<file path="src/rtl/point_cal_pkg.sv">
// Shared types and constants for the point calculator.
package point_cal_pkg;
   localparam int FRAC_BITS = 4;
   localparam int DEF_WIDTH = 14;
   localparam int DEF_X_MAX = 5119;
   localparam int DEF_Y_MAX = 3839;

   typedef enum logic [1:0] {IDLE, DIV, GEN, DONE} state_t;
endpackage

</file>
<file path="src/rtl/point_cal_div.sv">
// Iterative restoring divider: o_quot = floor((i_num << SLOPE_BITS) / i_den), with i_num <= i_den.
// One quotient bit per cycle. o_done rises SLOPE_BITS+1 edges after i_start.
module point_cal_div
   import point_cal_pkg::*;
#(
   parameter int DW         = DEF_WIDTH,
   parameter int SLOPE_BITS = 8
) (
   input  logic                  clk,
   input  logic                  rst_n,
   input  logic                  i_start,
   input  logic [DW-1:0]         i_num,
   input  logic [DW-1:0]         i_den,
   output logic [SLOPE_BITS:0]   o_quot,
   output logic                  o_done
);
   localparam int CW = (SLOPE_BITS > 0) ? $clog2(SLOPE_BITS + 1) : 1;

   logic [DW:0]         r_rem;
   logic [DW-1:0]       r_den;
   logic [SLOPE_BITS:0] r_quot;
   logic [CW-1:0]       r_cnt;
   logic                r_busy;
   logic                r_done;

   logic                w_ge;
   logic [DW:0]         w_sub;

   // The numerator never exceeds the divisor, so the remainder starts as the
   // numerator itself and only the SLOPE_BITS+1 low quotient bits are needed.
   assign w_ge  = (r_rem >= {1'b0, r_den});
   assign w_sub = w_ge ? (r_rem - {1'b0, r_den}) : r_rem;

   always_ff @(posedge clk or negedge rst_n) begin
      if (!rst_n) begin
         r_rem  <= '0;
         r_den  <= '0;
         r_quot <= '0;
         r_cnt  <= '0;
         r_busy <= 1'b0;
         r_done <= 1'b0;
      end else if (i_start) begin
         r_rem  <= {1'b0, i_num};
         r_den  <= i_den;
         r_quot <= '0;
         r_cnt  <= CW'(SLOPE_BITS);
         r_busy <= 1'b1;
         r_done <= 1'b0;
      end else if (r_busy) begin
         r_rem  <= {w_sub[DW-1:0], 1'b0};
         r_quot <= {r_quot[SLOPE_BITS-1:0], w_ge};
         r_cnt  <= r_cnt - 1'b1;
         if (r_cnt == '0) begin
            r_busy <= 1'b0;
            r_done <= 1'b1;
         end
      end
   end

   assign o_quot = r_quot;
   assign o_done = r_done;
endmodule

</file>
<file path="src/rtl/point_cal_seq.sv">
// Handshaked inner/outer sample point generator along the centre->boundary ray.
// Build option: define POINT_CAL_CLAMP_EN to saturate outputs to [0, X_MAX]/[0, Y_MAX] instead of wrapping.
module point_cal_seq
   import point_cal_pkg::*;
#(
   parameter int WIDTH      = DEF_WIDTH,
   parameter int N_PTS      = 4,
   parameter int STEP_Q     = 48,
   parameter int SLOPE_BITS = 8,
   parameter int X_MAX      = DEF_X_MAX,
   parameter int Y_MAX      = DEF_Y_MAX
) (
   input  logic                     clk,
   input  logic                     rst_n,
   input  logic                     in_valid,
   output logic                     in_ready,
   input  logic [WIDTH-1:0]         xc,
   input  logic [WIDTH-1:0]         yc,
   input  logic [WIDTH-1:0]         xb,
   input  logic [WIDTH-1:0]         yb,
   output logic                     out_valid,
   input  logic                     out_ready,
   output logic [N_PTS*WIDTH-1:0]   new_xi,
   output logic [N_PTS*WIDTH-1:0]   new_yi,
   output logic [N_PTS*WIDTH-1:0]   new_xo,
   output logic [N_PTS*WIDTH-1:0]   new_yo,
   output logic [WIDTH-1:0]         xb_o,
   output logic [WIDTH-1:0]         yb_o
);
   localparam int AW = WIDTH + 2;
   localparam int CW = (N_PTS > 1) ? $clog2(N_PTS) : 1;
   localparam int PW = SLOPE_BITS + 1 + $clog2(STEP_Q + 1);
   localparam logic signed [AW-1:0] STEP_MAJ = AW'(STEP_Q);
`ifdef POINT_CAL_CLAMP_EN
   localparam bit CLAMP_EN = 1'b1;
`else
   localparam bit CLAMP_EN = 1'b0;
`endif

   function automatic logic [WIDTH-1:0] f_reduce(input logic signed [AW-1:0] v, input int maxv);
      if (CLAMP_EN && (v < 0))
         return '0;
      else if (CLAMP_EN && (v > maxv))
         return WIDTH'(maxv);
      else
         return v[WIDTH-1:0];
   endfunction

   state_t                  r_state;
   logic                    r_degen, r_x_major, r_neg_x, r_neg_y, r_out_valid;
   logic [WIDTH-1:0]        r_xb, r_yb;
   logic signed [AW-1:0]    r_step_x, r_step_y;
   logic signed [AW-1:0]    r_acc_xo, r_acc_yo, r_acc_xi, r_acc_yi;
   logic [CW-1:0]           r_cnt;
   logic [WIDTH-1:0]        r_xo [N_PTS];
   logic [WIDTH-1:0]        r_yo [N_PTS];
   logic [WIDTH-1:0]        r_xi [N_PTS];
   logic [WIDTH-1:0]        r_yi [N_PTS];

   logic signed [WIDTH:0]   w_dx, w_dy, w_adx_s, w_ady_s;
   logic [WIDTH-1:0]        w_adx, w_ady, w_num, w_den;
   logic                    w_x_major, w_degen, w_accept, w_div_start, w_div_done;
   logic [SLOPE_BITS:0]     w_quot;
   logic [PW-1:0]           w_prod;
   logic signed [AW-1:0]    w_minor, w_mag_x, w_mag_y, w_step_x, w_step_y, w_bx, w_by;

   assign w_dx      = $signed({1'b0, xb}) - $signed({1'b0, xc});
   assign w_dy      = $signed({1'b0, yb}) - $signed({1'b0, yc});
   assign w_adx_s   = w_dx[WIDTH] ? -w_dx : w_dx;
   assign w_ady_s   = w_dy[WIDTH] ? -w_dy : w_dy;
   assign w_adx     = w_adx_s[WIDTH-1:0];
   assign w_ady     = w_ady_s[WIDTH-1:0];
   assign w_x_major = (w_adx >= w_ady);
   assign w_num     = w_x_major ? w_ady : w_adx;
   assign w_den     = w_x_major ? w_adx : w_ady;
   assign w_degen   = (w_dx == '0) && (w_dy == '0);
   assign w_accept  = (r_state == IDLE) && in_valid;
   assign w_div_start = w_accept && !w_degen;

   point_cal_div #(
      .DW         (WIDTH),
      .SLOPE_BITS (SLOPE_BITS)
   ) u_div (
      .clk     (clk),
      .rst_n   (rst_n),
      .i_start (w_div_start),
      .i_num   (w_num),
      .i_den   (w_den),
      .o_quot  (w_quot),
      .o_done  (w_div_done)
   );

   // Minor step magnitude is truncated before the sign is applied.
   assign w_prod   = PW'(w_quot) * PW'(STEP_Q);
   assign w_minor  = AW'(w_prod >> SLOPE_BITS);
   assign w_mag_x  = r_degen ? '0 : (r_x_major ? STEP_MAJ : w_minor);
   assign w_mag_y  = r_degen ? '0 : (r_x_major ? w_minor : STEP_MAJ);
   assign w_step_x = r_neg_x ? -w_mag_x : w_mag_x;
   assign w_step_y = r_neg_y ? -w_mag_y : w_mag_y;
   assign w_bx     = {2'b00, r_xb};
   assign w_by     = {2'b00, r_yb};

   always_ff @(posedge clk or negedge rst_n) begin
      if (!rst_n) begin
         r_state     <= IDLE;
         r_degen     <= 1'b0;
         r_x_major   <= 1'b0;
         r_neg_x     <= 1'b0;
         r_neg_y     <= 1'b0;
         r_out_valid <= 1'b0;
         r_xb        <= '0;
         r_yb        <= '0;
         r_step_x    <= '0;
         r_step_y    <= '0;
         r_acc_xo    <= '0;
         r_acc_yo    <= '0;
         r_acc_xi    <= '0;
         r_acc_yi    <= '0;
         r_cnt       <= '0;
      end else begin
         case (r_state)
            IDLE: begin
               if (in_valid) begin
                  r_xb      <= xb;
                  r_yb      <= yb;
                  r_degen   <= w_degen;
                  r_x_major <= w_x_major;
                  r_neg_x   <= w_dx[WIDTH];
                  r_neg_y   <= w_dy[WIDTH];
                  r_state   <= DIV;
               end
            end
            DIV: begin
               // A degenerate ray skips the divider but still spends one cycle here.
               if (r_degen || w_div_done) begin
                  r_step_x <= w_step_x;
                  r_step_y <= w_step_y;
                  r_acc_xo <= w_bx + w_step_x;
                  r_acc_yo <= w_by + w_step_y;
                  r_acc_xi <= w_bx - w_step_x;
                  r_acc_yi <= w_by - w_step_y;
                  r_cnt    <= '0;
                  r_state  <= GEN;
               end
            end
            GEN: begin
               r_acc_xo <= r_acc_xo + r_step_x;
               r_acc_yo <= r_acc_yo + r_step_y;
               r_acc_xi <= r_acc_xi - r_step_x;
               r_acc_yi <= r_acc_yi - r_step_y;
               r_cnt    <= r_cnt + 1'b1;
               if (r_cnt == CW'(N_PTS - 1)) begin
                  r_out_valid <= 1'b1;
                  r_state     <= DONE;
               end
            end
            DONE: begin
               if (out_ready) begin
                  r_out_valid <= 1'b0;
                  r_state     <= IDLE;
               end
            end
            default: r_state <= IDLE;
         endcase
      end
   end

   for (genvar gi = 0; gi < N_PTS; gi++) begin : g_lane
      always_ff @(posedge clk or negedge rst_n) begin
         if (!rst_n) begin
            r_xo[gi] <= '0;
            r_yo[gi] <= '0;
            r_xi[gi] <= '0;
            r_yi[gi] <= '0;
         end else if ((r_state == GEN) && (r_cnt == CW'(gi))) begin
            r_xo[gi] <= f_reduce(r_acc_xo, X_MAX);
            r_yo[gi] <= f_reduce(r_acc_yo, Y_MAX);
            r_xi[gi] <= f_reduce(r_acc_xi, X_MAX);
            r_yi[gi] <= f_reduce(r_acc_yi, Y_MAX);
         end
      end
      assign new_xo[gi*WIDTH +: WIDTH] = r_xo[gi];
      assign new_yo[gi*WIDTH +: WIDTH] = r_yo[gi];
      assign new_xi[gi*WIDTH +: WIDTH] = r_xi[gi];
      assign new_yi[gi*WIDTH +: WIDTH] = r_yi[gi];
   end

   assign in_ready  = (r_state == IDLE);
   assign out_valid = r_out_valid;
   assign xb_o      = r_xb;
   assign yb_o      = r_yb;
endmodule

</file>
<file path="config.mk">
export PLATFORM = sky130hd
export DESIGN_NAME = point_cal_seq
export DESIGN_NICKNAME = d
export VERILOG_FILES = /design/src/rtl/point_cal_pkg.sv /design/src/rtl/point_cal_div.sv /design/src/rtl/point_cal_seq.sv
export SDC_FILE = /design/constraint.sdc
export NUM_CORES = 1
export LEC_CHECK = 0
export ABC_AREA = 1
export CORE_MARGIN = 2
export CORE_UTILIZATION = 59
export DETAILED_ROUTE_END_ITERATION = 6
export PLACE_DENSITY = 0.91
export SLEW_MARGIN = 20
export SYNTH_ARGS = -nofsm -noshare
export SYNTH_HDL_FRONTEND = slang
export SYNTH_SLANG_ARGS = --single-unit
</file>
<file path="constraint.sdc">
create_clock -name clk -period 5.9 [get_ports clk]
set_clock_uncertainty 0.1 [all_clocks]
set_input_delay 1.475 -clock clk [delete_from_list [all_inputs] [get_ports clk]]
set_output_delay 1.475 -clock clk [all_outputs]
set_load 0.03 [all_outputs]
</file>
==> impl_metrics.ini, run 1 <==
[cts]
post_cts.repair.setup_buffers = 0
h-tree-depth = 2
cts_tree = done
cts_root_buffer = clkbuf_16
cts.clk_slew.worst_paths_ns = 0.06
cts.hold.buffers_added = 0
cts_resized = 0
cts.path.max_buffers = 3
cts_made_buffers = 41
clkLatencyLatePin_ns = 0.57
cts.sinks = 385

[flow_run]
max-cap-violations = 0

[setup_path]
r2r_end = r_acc_xi[11]$_DFFE_PN0P_
critical_path_required_ns = 6.24
crit_type = in -> reg
endpoint_kind = register
setup.worst_path.start_class = primary input
reg2reg_depth = 20
cp_max_fo = 30
cp_data_arrival_time_ns = 5.47
r2r-start = u_div.o_quot[2]$_DFFE_PN0P_
r2r_slack_ns = 1.26

[min_path]
min-delay-start = new_xi[51]$_DFFE_PN0P_
holdPathStages = 2
hold_end = new_xi[51]$_DFFE_PN0P_
hp-class = reg -> reg

[grt]
grt_pass1_vias = 22056
antenna_found_initial = 0
grtUsageTotal_pct = 33.7
overflow = 0
grt_max_degree = 132
grt_pass1_wl_um = 114000

[synth]
yosysTopAreaCell = dfrtp_1
yosysWarnings = 0
postSynthAreaPerCell_um2 = 7.46
syn_inst = 3236
synth_cell_type_count = 48
synth_seq_cells = 385
yosysTopAreaCellShare_pct = 39.9
syn-cell-area_um2 = 24100
synthesis.nets = 3493
yosysSeqAreaShare_pct = 39.9
yosys-top-cells-area = dfrtp_1 (40%), nand2_1 (14%), ha_1 (9.6%), o21ai_0 (9.4%), inv_1 (6.0%)

[drt]
drtAntennaViolNets = 0
wirelength_um = 72300
post_drt_wl_per_cell_um = 17.8
route.vias.total = 23326
route.detailed.drc = 0
vias_per_cell = 5.75
drt_iter0_markers = 2429
dr.pass1.iters = 6

[sta]
fmax_ghz = 0.195
period_minus_slack_ns = 5.12
setup_viol = 0
tns_ns = 0
rsz0062_at_grt = no
tightest_slew_ns = 1.15
relSlewSlack_pct = 23.6
hold_viol_final = 0
period_share_pct = 86.9
maxSlewViolCount = 0

[layout]
nets = 3753
multiInputGateArea_um2 = 12600
layout-drive-gt1-share_pct = 3.83
regArea_um2 = 9630
fillCellCount = 3038
final_common_cell = nand2_1
final_cell_mix = nand2_1 (876), o21ai_0 (451), dfrtp_1 (385), inv_1 (383), clkdlybuf4s50_1 (312)
areaGrowthSynthToFinish_pct = 20.6

[place]
dp_hpwl_um = 52300
place.gp.congestion = 0.945
port_buffers = 313

[die]
num_rows = 74
die_h_um = 206
core-area_um2 = 40600
num_io_pins = 314
initial_core_util_pct = 59.4
die_w_um = 206
die_area_um2 = 42500

[outcome]
status = completed
-- metal layers --
metal,vias to the layer above,GRT usage (%),routed length (um)
met5,-,0,0
met4,0,13.3,2950
met3,188,5.42,6040
met2,1081,56.2,33800
met1,10924,44.0,29400
li1,11133,-,-
-- synth_stat cells, drive strengths merged --
library cell / number
nor4: 2
o31ai: 7
nand2: 884
nand4: 17
clkinv: 1
o21a: 4
ha: 186
o21ai: 466
o22ai: 1
nor3: 18
xor2: 40
dfrtp: 385
a221oi: 4
or2: 12
o311ai: 1
a21o: 7
o211a: 2
inv: 391
buf: 18
a21oi: 180
xnor2: 16
o211ai: 18
o21bai: 10
a211oi: 2
a31oi: 30
nand3b: 9
nor2: 191
nand3: 216
clkbuf: 96
a21boi: 8
and2: 1
o2111ai: 2
fa: 11
-- worst max-delay path by stage --
stage	startpoint	end	slack, ns	cells after the start
floorplan	xb[0]	u_div.r_den[8]$_DFFE_PN0P_	0.82	29
global placement	xc[0]	u_div.r_den[7]$_DFFE_PN0P_	0.33	23
detailed placement	xb[0]	u_div.r_rem[6]$_DFFE_PN0P_	0.24	24
CTS	xb[0]	u_div.r_rem[6]$_DFFE_PN0P_	0.83	25
global route	xb[0]	u_div.r_rem[1]$_DFFE_PN0P_	0.38	29
finish	xb[0]	u_div.r_rem[6]$_DFFE_PN0P_	0.78	24
-- critical path: stages --
cell and delay, ns:
clkdlybuf4s50_1 0.40, inv_1 0.07, ha_1 0.14, inv_1 0.06, fa_1 0.43, nand2_1 0.11, nand3_2 0.10, nand2_1 0.12
o211ai_2 0.20, nor2_1 0.18, xor2_1 0.32, inv_1 0.13, ha_1 0.29, nand2_1 0.06, o311ai_0 0.44, buf_4 0.19
nand3_1 0.06, nand2_1 0.06, nor2_1 0.04, inv_1 0.10, buf_12 0.18, nor2_1 0.05, o21ai_0 0.18, nand3_1 0.08
-- area by class of cell --
type,count,area share (%)
Antenna cell,1,0.00860
Clock buffer,58,4.06
Timing Repair Buffer,331,11.5
Tap cell,532,2.29
Sequential cell,385,33.1
Inverter,392,5.06
Multi-Input combinational cell,2345,43.4
Clock inverter,14,0.597
-- cell families after synthesis --
family	share of synthesized area, %
simple gates	22.8
buf+inv	8.04
xor+xnor	2.09
flops	39.9
fa+ha+maj	10.6
compound gates	16.6
-- stage by stage --
step	hold slack (ns)	area [um^2]	utilization (%)	cells	setup slack [ns]
2_1_floorplan	0.349	24100	-	3236	0.821
3_3_place_gp	0.364	27700	68.1	3984	0.331
3_5_place_dp	0.372	27700	68.1	3984	0.239
4_1_cts	0.387	29100	71.5	4056	0.833
5_1_grt	0.405	29100	71.6	4057	0.385
6_report	0.386	29100	71.6	4058	0.775
-- registers in the layout (all words and copies together), names as in the netlist, 15 cells and up --
name and cells:
new_xi 56, new_xo 56, new_yi 56, new_yo 56, u_div.r_rem 15
Power of run 1 is left out: the tool's default activity adds up to more than one toggle a clock period on the data nets, which glitch-free logic cannot reach.
==> run 2: changes to the inputs <==
==> constraint.sdc (replaced) <==
create_clock -name clk -period 5.9 [get_ports clk]
set_clock_uncertainty 0.1 [all_clocks]
set_input_delay 1.18 -clock clk [delete_from_list [all_inputs] [get_ports clk]]
set_output_delay 1.18 -clock clk [all_outputs]
set_load 0.03 [all_outputs]
==> impl_metrics.ini, run 2 (synthesized netlist as in run 1, its figures left out) <==
[outcome]
status = completed

[layout]
antenna_cells = 0
final_cell_mix = nand2_1 (876), o21ai_0 (451), dfrtp_1 (385), inv_1 (382), clkdlybuf4s50_1 (312)
layout-drive-gt1-share_pct = 3.63
areaGrowthSynthToFinish_pct = 20.2
nets = 3754
final_common_cell = nand2_1
fillCellCount = 3091
final_cells = 4054

[die]
die_area_um2 = 42500
core-area_um2 = 40600
die_w_um = 206
num_rows = 74
initial_core_util_pct = 59.4
num_io_pins = 314
die_h_um = 206

[cts]
cts.sinks = 385
cts.path.max_buffers = 3
cts.clk_slew.worst_paths_ns = 0.06
clkLatencyLatePin_ns = 0.58
cts.hold.buffers_added = 0
post_cts.repair.setup_buffers = 0
h-tree-depth = 2
cts_root_buffer = clkbuf_16
cts_made_buffers = 40
cts_tree = done
cts_resized = 0

[place]
port_buffers = 313
dp_hpwl_um = 52300
place.gp.congestion = 0.966
placedCellCount = 3985

[setup_path]
endpoint_kind = register
cp_max_fo = 25
r2r_slack_ns = 1.32
cpLargestDelayFamily = simple AND/OR/NAND/NOR gates
critical_path_required_ns = 6.25
setup.worst_path.start_class = primary input
crit_path_frequent_cell = nand2_1
cp_num_buf_inv = 5
max_stage_delay_ns = 0.46
crit_type = in -> reg
slowest_stage = clkdlybuf4s50_1
cp_data_arrival_time_ns = 5.28

[grt]
grt_pass1_vias = 22354
grt_pass1_wl_um = 115000
overflow = 0
grt_max_degree = 130
antenna_found_initial = 0
grtUsageTotal_pct = 33.9

[drt]
dr.pass1.iters = 6
vias_per_cell = 5.82
drt_iter0_markers = 2332
highest-signal-layer = met4
route.detailed.drc = 0
drtAntennaViolNets = 0
met3_length_um = 6200
dr_wl_met2_um = 34100
wirelength_um = 73100
met1_length_um = 29400
route.vias.total = 23603
post_drt_wl_per_cell_um = 18.0

[sta]
maxSlewViolCount = 0
period_share_pct = 83.5
hold_viol_final = 0
rsz0062_at_grt = no
tightest_slew_ns = 1.11
tns_ns = 0
period_minus_slack_ns = 4.92
setup_viol = 0
fmax_ghz = 0.203
relSlewSlack_pct = 25.6

[flow_run]
max-cap-violations = 0

[min_path]
hp-class = reg -> reg
==> run 2: final timing paths <==
kind / startpoint / endpoint / cells past startpoint
worst max-delay path: yc[0] / u_div.r_rem[1]$_DFFE_PN0P_ / 29
worst min-delay path: new_xo[42]$_DFFE_PN0P_ / new_xo[42]$_DFFE_PN0P_ / 2
worst max register to register: u_div.o_quot[2]$_DFFE_PN0P_ / r_acc_xi[11]$_DFFE_PN0P_ / 21
worst min register to register: new_xo[42]$_DFFE_PN0P_ / new_xo[42]$_DFFE_PN0P_ / 2
max in group asynchronous: rst_n / yb_o[2]$_DFFE_PN0P_ / 2
min in group asynchronous: rst_n / new_xo[50]$_DFFE_PN0P_ / 1
==> run 2: final cells by class <==
| class | instances | area [um^2] | area share, % |
|---|---|---|---|
| Clock buffer | 57 | 1100 | 3.81 |
| Inverter | 392 | 1470 | 5.07 |
| Clock inverter | 10 | 138 | 0.474 |
| Tap cell | 532 | 666 | 2.29 |
| Timing Repair Buffer | 333 | 3370 | 11.6 |
| Sequential cell | 385 | 9630 | 33.2 |
| Multi-Input combinational cell | 2345 | 12600 | 43.5 |
==> run 2: stage by stage <==
step	utilization, %	setup WS, ns	hold WS [ns]	cell area (um^2)
5_1_grt	71.4	0.413	0.404	29000
3_3_place_gp	68.1	0.545	0.364	27700
6_report	71.4	0.975	0.381	29000
4_1_cts	71.2	1.03	0.386	28900
3_5_place_dp	68.1	0.444	0.372	27700
2_1_floorplan	-	1.12	0.349	24100
==> run 2: per-layer routing <==
layer | up-vias | global-route usage [%]
met5 | - | 0
met4 | 0 | 15.1
met3 | 231 | 6.40
met2 | 1097 | 55.9
met1 | 11162 | 43.6
li1 | 11113 | -
==> run 2: worst min-delay path, cell delays in order, from the launching register on <==
cell and delay [ns]:
dfrtp_1 0.34, nand2_1 0.05, o21ai_0 0.06
Power of run 2 is left out for the same reason.
==> run 3: changes to the inputs <==
- CORE_UTILIZATION: 59 -> 57
- PLACE_DENSITY: 0.91 -> 0.89
- clock period: 5.9 -> 5.1 ns (I/O delays scaled with it)
==> impl_metrics.ini, run 3 (synthesized netlist as in run 1, its figures left out) <==
[sta]
period_minus_slack_ns = 4.71
rsz0062_at_grt = yes
relSlewSlack_pct = 25.3
maxSlewViolCount = 0
setup_viol = 0
period_share_pct = 92.4
tightest_slew_ns = 1.12
fmax_ghz = 0.212
tns_ns = 0
hold_viol_final = 0

[grt]
grtUsageTotal_pct = 32.8
grt_util_met3_pct = 6.73
grt_busiest_layer = met2
grt_pass1_vias = 22281
met2_usage_pct = 54.3
antenna_found_initial = 1
met1_usage_pct = 42.1
grt_pass1_wl_um = 116000
overflow = 0
grt_max_degree = 117

[cts]
clkLatencyLatePin_ns = 0.56
cts_root_buffer = clkbuf_16
cts.path.max_buffers = 3
cts_tree = done
cts.clk_slew.worst_paths_ns = 0.06
cts.sinks = 385
cts.hold.buffers_added = 0
cts_made_buffers = 40
cts_resized = 0
h-tree-depth = 2

[min_path]
hp-class = in -> async

[layout]
final_cells = 4098
layout-drive-gt1-share_pct = 4.83
fin_area_um2 = 29300
final_common_cell = nand2_1
nets = 3785
fillCellCount = 3276
final_cell_mix = nand2_1 (876), o21ai_0 (451), dfrtp_1 (385), inv_1 (383), clkdlybuf4s50_1 (312)
areaGrowthSynthToFinish_pct = 21.5

[die]
initial_core_util_pct = 57.7
die_w_um = 210
core-area_um2 = 41900
num_io_pins = 314
num_rows = 75
die_area_um2 = 44000
die_h_um = 210

[setup_path]
slowest_stage = clkdlybuf4s50_1
cpLargestDelayFamily = simple AND/OR/NAND/NOR gates
max_stage_delay_ns = 0.45
cp_max_fo = 27
critical_path_required_ns = 5.48
r2r_end = r_acc_xi[10]$_DFFE_PN0P_
crit_path_frequent_cell = nand2_1
endpoint_kind = register
r2r_slack_ns = 0.55
crit_type = in -> reg
r2r-start = u_div.o_quot[2]$_DFFE_PN0P_
setup.worst_path.start_class = primary input
cp_data_arrival_time_ns = 5.09
reg2reg_depth = 22
cp_num_buf_inv = 6

[drt]
route.detailed.drc = 0
drtAntennaViolNets = 0
vias_per_cell = 5.67
route.vias.total = 23230
drt_iter0_markers = 2216
wirelength_um = 72900
dr.pass1.iters = 6
post_drt_wl_per_cell_um = 17.8

[place]
place.gp.congestion = 0.941
placedCellCount = 4025
port_buffers = 313
dp_hpwl_um = 53500
place_area_um2 = 27900

[outcome]
status = completed

[flow_run]
max-cap-violations = 0
## run 3: worst max-delay path by stage
| stage | slack, ns | depth (start not counted) | startpoint | endpoint |
|---|---|---|---|---|
| 2_1_floorplan | 0.48 | 29 | xb[0] | u_div.r_den[8]$_DFFE_PN0P_ |
| 3_3_place_gp | 0.05 | 29 | yc[0] | u_div.r_rem[6]$_DFFE_PN0P_ |
| 3_5_place_dp | -0.04 | 28 | yb[0] | u_div.r_rem[6]$_DFFE_PN0P_ |
| 4_1_cts | 0.48 | 29 | yb[0] | u_div.r_rem[4]$_DFFE_PN0P_ |
| 5_1_grt | -0.007 | 31 | yb[0] | u_div.r_rem[4]$_DFFE_PN0P_ |
| 6_report | 0.39 | 29 | yb[0] | u_div.r_rem[4]$_DFFE_PN0P_ |
## run 3: repair_timing
action	4_1_cts	5_1_grt
buffers inserted	0	0
hold endpoints to repair	0	0
setup endpoints to repair	0	1
## run 3: cell type report
type	instances	area (um^2)	area share (%)
Multi-Input combinational cell	2345	12600	43.1
Sequential cell	385	9630	32.9
Timing Repair Buffer	364	3550	12.1
Inverter	392	1470	5.02
Clock buffer	55	1160	3.95
Tap cell	539	674	2.30
Clock inverter	17	190	0.649
Antenna cell	1	2.50	0.00854
## run 3: metal layers
metal  share of wire, %  vias to the layer above
met5                  0                        -
met4                4.3                        0
met3                8.0                      183
met2                 47                      930
met1                 41                    10930
li1                   -                    11187
## run 3: stage by stage
stage	utilization, %	hold slack (ns)	setup WS (ns)
global placement	66.7	0.364	0.0540
floorplan	-	0.349	0.476
finish	70.0	0.357	0.388
global route	70.0	0.402	-0.00712
CTS	70.0	0.386	0.480
detailed placement	66.7	0.372	-0.0394
## run 3: worst register-to-register path: cells and delay by family (launching register included)
kind                     cells  cell delay [ns]
AND/OR/NAND/NOR             11             1.60
adder cells (fa/ha/maj)      2             0.70
buffers and inverters        2             0.22
AO/OA/AOI/OAI                6             0.85
flip-flops                   1             0.42
XOR/XNOR                     1             0.52
Power of run 3 is left out for the same reason.
